==> src/rtl/dc_bsp_pkg.sv <==
// Shared BSP types and constants for the kernel-side AVMM write-ack path.
// Holds the expander FSM encoding and the default FIFO sizing.
package dc_bsp_pkg;

   localparam int LOCAL_MEM_BURST_CNT_WIDTH  = 7;
   localparam int WR_ACK_EXPANDER_FIFO_DEPTH = 16;

   typedef enum logic {
      ST_IDLE   = 1'b0,
      ST_EXPAND = 1'b1
   } write_ack_state;

   function automatic int fifo_cnt_width(input int depth);
      return $clog2(depth) + 1;
   endfunction

endpackage

==> src/rtl/avmm_wr_ack_burst_fifo.sv <==
// Single-clock show-ahead FIFO holding pending burst-ack beat counts.
// A push into a full FIFO is accepted only when a pop happens in the same cycle.
module avmm_wr_ack_burst_fifo
   import dc_bsp_pkg::*;
#(
   parameter int WIDTH = LOCAL_MEM_BURST_CNT_WIDTH,
   parameter int DEPTH = WR_ACK_EXPANDER_FIFO_DEPTH,
   parameter int CW    = fifo_cnt_width(DEPTH)
) (
   input  logic             clk,
   input  logic             rst_n,
   input  logic             push,
   input  logic [WIDTH-1:0] data,
   input  logic             pop,
   output logic [WIDTH-1:0] first,
   output logic             notEmpty,
   output logic             notFull,
   output logic [CW-1:0]    count
);

   localparam int AW = $clog2(DEPTH);
   localparam logic [AW-1:0] PTR_ONE = AW'(1);
   localparam logic [CW-1:0] CNT_ONE = CW'(1);
   localparam logic [CW-1:0] CNT_FULL = CW'(DEPTH);

   logic [WIDTH-1:0] mem [DEPTH];
   logic [AW-1:0]    wr_ptr;
   logic [AW-1:0]    rd_ptr;
   logic             do_push;
   logic             do_pop;

   assign notEmpty = (count != '0);
   assign notFull  = (count != CNT_FULL);
   assign first    = mem[rd_ptr];

   // The slot freed by a same-cycle pop is the one the push lands in.
   assign do_pop  = pop & notEmpty;
   assign do_push = push & (notFull | do_pop);

   always_ff @(posedge clk) begin
      if (do_push) begin
         mem[wr_ptr] <= data;
      end
   end

   always_ff @(posedge clk or negedge rst_n) begin
      if (!rst_n) begin
         wr_ptr <= '0;
         rd_ptr <= '0;
         count  <= '0;
      end else begin
         if (do_push) begin
            wr_ptr <= wr_ptr + PTR_ONE;
         end
         if (do_pop) begin
            rd_ptr <= rd_ptr + PTR_ONE;
         end
         unique case ({do_push, do_pop})
            2'b10:   count <= count + CNT_ONE;
            2'b01:   count <= count - CNT_ONE;
            default: count <= count;
         endcase
      end
   end

endmodule

==> src/rtl/avmm_wr_ack_expander.sv <==
// Expands per-burst write acks into per-beat kernel writeack pulses.
// Optional pending_beats output: AVMM_WR_ACK_EXPANDER_PENDING_CNT_EN.
module avmm_wr_ack_expander
   import dc_bsp_pkg::*;
#(
   parameter int AVMM_BURSTCNT_WIDTH = LOCAL_MEM_BURST_CNT_WIDTH,
   parameter int ACK_FIFO_DEPTH      = WR_ACK_EXPANDER_FIFO_DEPTH
) (
   input  logic                           kernel_avmm_clk,
   input  logic                           kernel_avmm_reset_n,
   input  logic                           burst_wr_ack,
   input  logic [AVMM_BURSTCNT_WIDTH-1:0] burst_wr_ack_burstcnt,
   output logic                           kernel_avmm_writeack,
   output logic [$clog2(ACK_FIFO_DEPTH):0] ack_fifo_count,
   output logic                           ack_fifo_overflow,
   output logic                           zero_burstcnt_err
`ifdef AVMM_WR_ACK_EXPANDER_PENDING_CNT_EN
   ,
   output logic [31:0]                    pending_beats
`endif
);

   localparam int W  = AVMM_BURSTCNT_WIDTH;
   localparam int CW = $clog2(ACK_FIFO_DEPTH) + 1;
   localparam logic [W-1:0] BEAT_ONE = W'(1);

   write_ack_state state_q;
   write_ack_state state_d;
   logic [W-1:0]   beats_left;
   logic [W-1:0]   beats_d;

   logic           push_req;
   logic           push_ok;
   logic           fifo_pop;
   logic [W-1:0]   fifo_first;
   logic           fifo_not_empty;
   logic           fifo_not_full;
   logic [CW-1:0]  fifo_count;

   assign push_req = burst_wr_ack & (burst_wr_ack_burstcnt != '0);
   assign push_ok  = push_req & (fifo_not_full | fifo_pop);

   avmm_wr_ack_burst_fifo #(
      .WIDTH (W),
      .DEPTH (ACK_FIFO_DEPTH),
      .CW    (CW)
   ) u_fifo (
      .clk      (kernel_avmm_clk),
      .rst_n    (kernel_avmm_reset_n),
      .push     (push_req),
      .data     (burst_wr_ack_burstcnt),
      .pop      (fifo_pop),
      .first    (fifo_first),
      .notEmpty (fifo_not_empty),
      .notFull  (fifo_not_full),
      .count    (fifo_count)
   );

   assign ack_fifo_count       = fifo_count;
   assign kernel_avmm_writeack = (state_q == ST_EXPAND);

   // Reload on the last beat keeps consecutive bursts gap-free.
   always_comb begin
      state_d  = state_q;
      beats_d  = beats_left;
      fifo_pop = 1'b0;
      unique case (state_q)
         ST_IDLE: begin
            if (fifo_not_empty) begin
               fifo_pop = 1'b1;
               beats_d  = fifo_first;
               state_d  = ST_EXPAND;
            end
         end
         ST_EXPAND: begin
            if (beats_left == BEAT_ONE) begin
               if (fifo_not_empty) begin
                  fifo_pop = 1'b1;
                  beats_d  = fifo_first;
               end else begin
                  beats_d = '0;
                  state_d = ST_IDLE;
               end
            end else begin
               beats_d = beats_left - BEAT_ONE;
            end
         end
      endcase
   end

   always_ff @(posedge kernel_avmm_clk or negedge kernel_avmm_reset_n) begin
      if (!kernel_avmm_reset_n) begin
         state_q    <= ST_IDLE;
         beats_left <= '0;
      end else begin
         state_q    <= state_d;
         beats_left <= beats_d;
      end
   end

   always_ff @(posedge kernel_avmm_clk or negedge kernel_avmm_reset_n) begin
      if (!kernel_avmm_reset_n) begin
         ack_fifo_overflow <= 1'b0;
         zero_burstcnt_err <= 1'b0;
      end else begin
         if (push_req && !fifo_not_full && !fifo_pop) begin
            ack_fifo_overflow <= 1'b1;
         end
         if (burst_wr_ack && (burst_wr_ack_burstcnt == '0)) begin
            zero_burstcnt_err <= 1'b1;
         end
      end
   end

`ifdef AVMM_WR_ACK_EXPANDER_PENDING_CNT_EN
   logic [31:0] add_beats;
   logic [31:0] sub_beats;

   assign add_beats = push_ok ? 32'(burst_wr_ack_burstcnt) : 32'd0;
   assign sub_beats = 32'(kernel_avmm_writeack);

   always_ff @(posedge kernel_avmm_clk or negedge kernel_avmm_reset_n) begin
      if (!kernel_avmm_reset_n) begin
         pending_beats <= '0;
      end else begin
         pending_beats <= pending_beats + add_beats - sub_beats;
      end
   end
`endif

endmodule

==> config.mk <==
export PLATFORM = sky130hd
export DESIGN_NAME = avmm_wr_ack_expander
export DESIGN_NICKNAME = d
export VERILOG_FILES = /design/src/rtl/dc_bsp_pkg.sv /design/src/rtl/avmm_wr_ack_burst_fifo.sv /design/src/rtl/avmm_wr_ack_expander.sv
export SDC_FILE = /design/constraint.sdc
export NUM_CORES = 1
export LEC_CHECK = 0
export ABC_AREA = 0
export BUFFER_PORTS_ARGS = -buffer_cell sky130_fd_sc_hd__buf_2
export CAP_MARGIN = 20
export CORE_MARGIN = 2
export CORE_UTILIZATION = 45
export CTS_CLUSTER_DIAMETER = 40
export DETAILED_ROUTE_END_ITERATION = 10
export GPL_TIMING_DRIVEN = 0
export PLACE_DENSITY = 0.65
export SETUP_SLACK_MARGIN = 0.4
export SLEW_MARGIN = 20
export SYNTH_ARGS = -nofsm -noshare
export SYNTH_HDL_FRONTEND = slang
export SYNTH_SLANG_ARGS = --single-unit
==> constraint.sdc <==
create_clock -name kernel_avmm_clk -period 6.55 [get_ports kernel_avmm_clk]
set_clock_uncertainty 0.1 [all_clocks]
set_input_delay 0.655 -clock kernel_avmm_clk [delete_from_list [all_inputs] [get_ports kernel_avmm_clk]]
set_output_delay 0.655 -clock kernel_avmm_clk [all_outputs]
set_load 0.005 [all_outputs]
==> impl_metrics.json <==
{
  "outcome": "complete, no violations",
  "start_util_pct": 46.6,
  "grt_overflow": 0,
  "synth_warnings": 0,
  "ios": 18,
  "whs_ps": 119,
  "crit_type": "reg2reg",
  "report.final.hold_viol_count": 0,
  "fin_crit_sh_pct": 45.8,
  "ant_nets": 0,
  "synth-edff-count": 112,
  "p_leak_nw": 2.26,
  "clk-insertion-delay-late_ps": 420,
  "rows": 40,
  "syn_avg_cell_area_um2": 17.6,
  "drtIter0Drc": 238,
  "dieArea_um2": 13500,
  "drv_cap": 0,
  "netlist_area_um2": 5640,
  "totalPowerFinal_mw": 2.79,
  "antenna_found_initial": 0,
  "period_needed_ps": 3000,
  "die_x_um": 116,
  "rr_worst_depth": 5,
  "rsz0062_at_grt": "no",
  "track_usage_pct": 18.4,
  "syn-instance-count": 320,
  "clkTransAtPathRegs_ps": 60,
  "yosys-top-cells-area": "edfxtp_1, mux4_2, dfrtp_1, ha_1, nor2_1",
  "cts_setup_buffers": 0,
  "grt_max_degree": 24,
  "drt_pass1_iterations": 4,
  "ys_types": 49,
  "grt_pass1_vias": 3105,
  "nets": 375,
  "synth_ff_type": "edfxtp_1",
  "drt-vias-per-instance": 5.69,
  "relSlewSlack_pct": 41.6,
  "max_slew.worst_pin.slew_ps": 872,
  "fill_cells": 961,
  "grt_pass1_wl_um": 17500,
  "fmax_mhz": 333,
  "critPathLaunchType": "register",
  "crit_fanout": 8,
  "fin_setup_tns_ps": 0,
  "setup_viol": 0,
  "hpwlAfterDp_um": 7430,
  "yosysTopAreaCellShare_pct": 59.6,
  "final-max-slew-violation-count": 0,
  "numCtsBuffers": 17,
  "synthArstFlopShare_pct": 17.0,
  "wl_per_cell_um": 20.6,
  "syn-num-nets": 339,
  "fp.coreArea_um2": 12100,
  "yosys.area.top_type": "edfxtp_1",
  "ys_ff_latch": 135,
  "cts_max_path_buffers": 2,
  "routed_wl_um": 11100,
  "p_per_area_nw_per_um2": 427,
  "worst_ir_drop_vdd_uv": 155,
  "hold_buffers": 0,
  "crit_required_ps": 6490,
  "regArea_um2": 3940,
  "cts_tree": "done",
  "multiInputGateArea_um2": 1650,
  "die_y_um": 116,
  "cts-resized-gates": 0,
  "drc": 0,
  "drive_gt1_share_pct": 25.7,
  "root_buffer": "clkbuf_16",
  "num_vias": 3053,
  "critPathArrivalTime_ps": 2940,
  "antennaDiodeCount": 0,
  "gp_congestion": 0.783,
  "cp-end-kind": "register",
  "portBuffers": 17,
  "h-tree-depth": 4,
  "area_growth_pct": 16.0,
  "hold_path_class": "in2async",
  "synth-seq-area-share_pct": 69.8,
  "cts.sink_count": 135
}
[power by group]
group | internal (mW) | switching, mW | total (mW) | leakage [nW]
clock network | 0.593 | 0.345 | 0.939 | 0.283
registers | 1.07 | 0.0823 | 1.15 | 1.29
logic | 0.321 | 0.386 | 0.708 | 0.695
total | 1.98 | 0.814 | 2.79 | 2.26
[metrics by stage]
step                instance area, um^2  utilization (%)  cells  setup slack, ps
floorplan                          5640                -    320             3610
global placement                   5940             49.0    505             3060
detailed placement                 5940             49.0    505             2920
CTS                                6530             53.9    537             3180
global route                       6550             54.0    537             3260
finish                             6550             54.0    537             3550
[worst paths after layout]
kind	startpoint	end	slack [ps]
setup / recovery	beats_left[3]	u_fifo.mem[6][3]	3550
hold / removal	kernel_avmm_reset_n	u_fifo.wr_ptr[3]	120
setup reg to reg	beats_left[3]	u_fifo.mem[6][3]	3550
hold reg to reg	zero_burstcnt_err	zero_burstcnt_err	360
max in group asynchronous	kernel_avmm_reset_n	u_fifo.rd_ptr[0]	5870
min in group kernel_avmm_clk	zero_burstcnt_err	zero_burstcnt_err	360
[metal layers]
metal	global-route usage (%)	wire [um]	up-vias
li1	-	-	1358
met1	24.3	4800	1597
met2	29.3	5610	80
met3	4.39	455	18
met4	8.10	188	0
met5	0	0	-
[critical path: stages, from the launching register on]
cell     delay, ps
dfrtp_1        430
nor3_2         290
nand3_1        270
a21oi_1        550
nand2_1        300
nor2_1         680
[cells in the mapped netlist, types with 2 or more instances]
| cell type | instances |
|---|---|
| buf_1 | 2 |
| a221o_1 | 2 |
| nor3_1 | 5 |
| a22oi_1 | 5 |
| a22o_1 | 3 |
| nand3_1 | 2 |
| o221ai_1 | 2 |
| mux4_2 | 30 |
| o21ai_0 | 6 |
| a21oi_1 | 3 |
| a221oi_2 | 2 |
| a221oi_1 | 3 |
| a31o_2 | 2 |
| or3_1 | 2 |
| xnor2_1 | 9 |
| inv_1 | 7 |
| xor2_1 | 4 |
| dfrtp_1 | 23 |
| nand2_1 | 19 |
| nor4_1 | 3 |
| nand2b_1 | 4 |
| nor2_1 | 24 |
| a32oi_1 | 2 |
| nor2_2 | 2 |
| nor2b_1 | 3 |
| edfxtp_1 | 112 |
| buf_2 | 3 |
| ha_1 | 9 |
| clkbuf_1 | 7 |
[cell type report]
class | count | area share [%]
Sequential cell | 135 | 60.2
Clock inverter | 14 | 2.41
Buffer | 12 | 0.746
Clock buffer | 18 | 6.56
Tap cell | 168 | 3.21
Multi-Input combinational cell | 165 | 25.1
Inverter | 8 | 0.459
Timing Repair Buffer | 17 | 1.30
[kinds of logic after synthesis]
kind of cell               after synthesis  synth area share [%]
AOI/OAI and AO/OA                       41                  6.45
and+or+nand+nor                         70                  5.92
DFF                                    135                  69.8
xor gates and xnor gates                13                  2.02
buffers and inverters                   20                  1.40
muxes                                   32                  12.4
adders and majority gates                9                  2.00
[layout by cell type (no fill, tap or decap), drive strengths merged, types with 2 or more instances in the layout]
cell      Yosys  layout
a21oi         3       3
a221o         2       2
a221oi        5       5
a22o          3       3
a22oi         5       5
a31o          3       3
a32oi         2       2
buf           5      22
bufinv        0       3
clkbuf        7      25
clkinv        0       8
clkinvlp      0       2
dfrtp        23      23
edfxtp      112     112
ha            9       9
inv           8       9
mux4         30      30
nand2        19      19
nand2b        4       4
nand3         3       3
nor2         26      26
nor2b         3       3
nor3          6       6
nor4          3       3
o21ai         6       6
o221ai        2       2
or3           2       2
xnor2         9       9
xor2          4       4
[state kept, by name (all words and copies together), names as in the netlist]
name / count
zero_burstcnt_err: 1
u_fifo.wr_ptr: 4
u_fifo.mem: 112
u_fifo.rd_ptr: 4
beats_left: 7
u_fifo.count: 5
kernel_avmm_writeack: 1
ack_fifo_overflow: 1
Power figures use the tool's default switching activity.
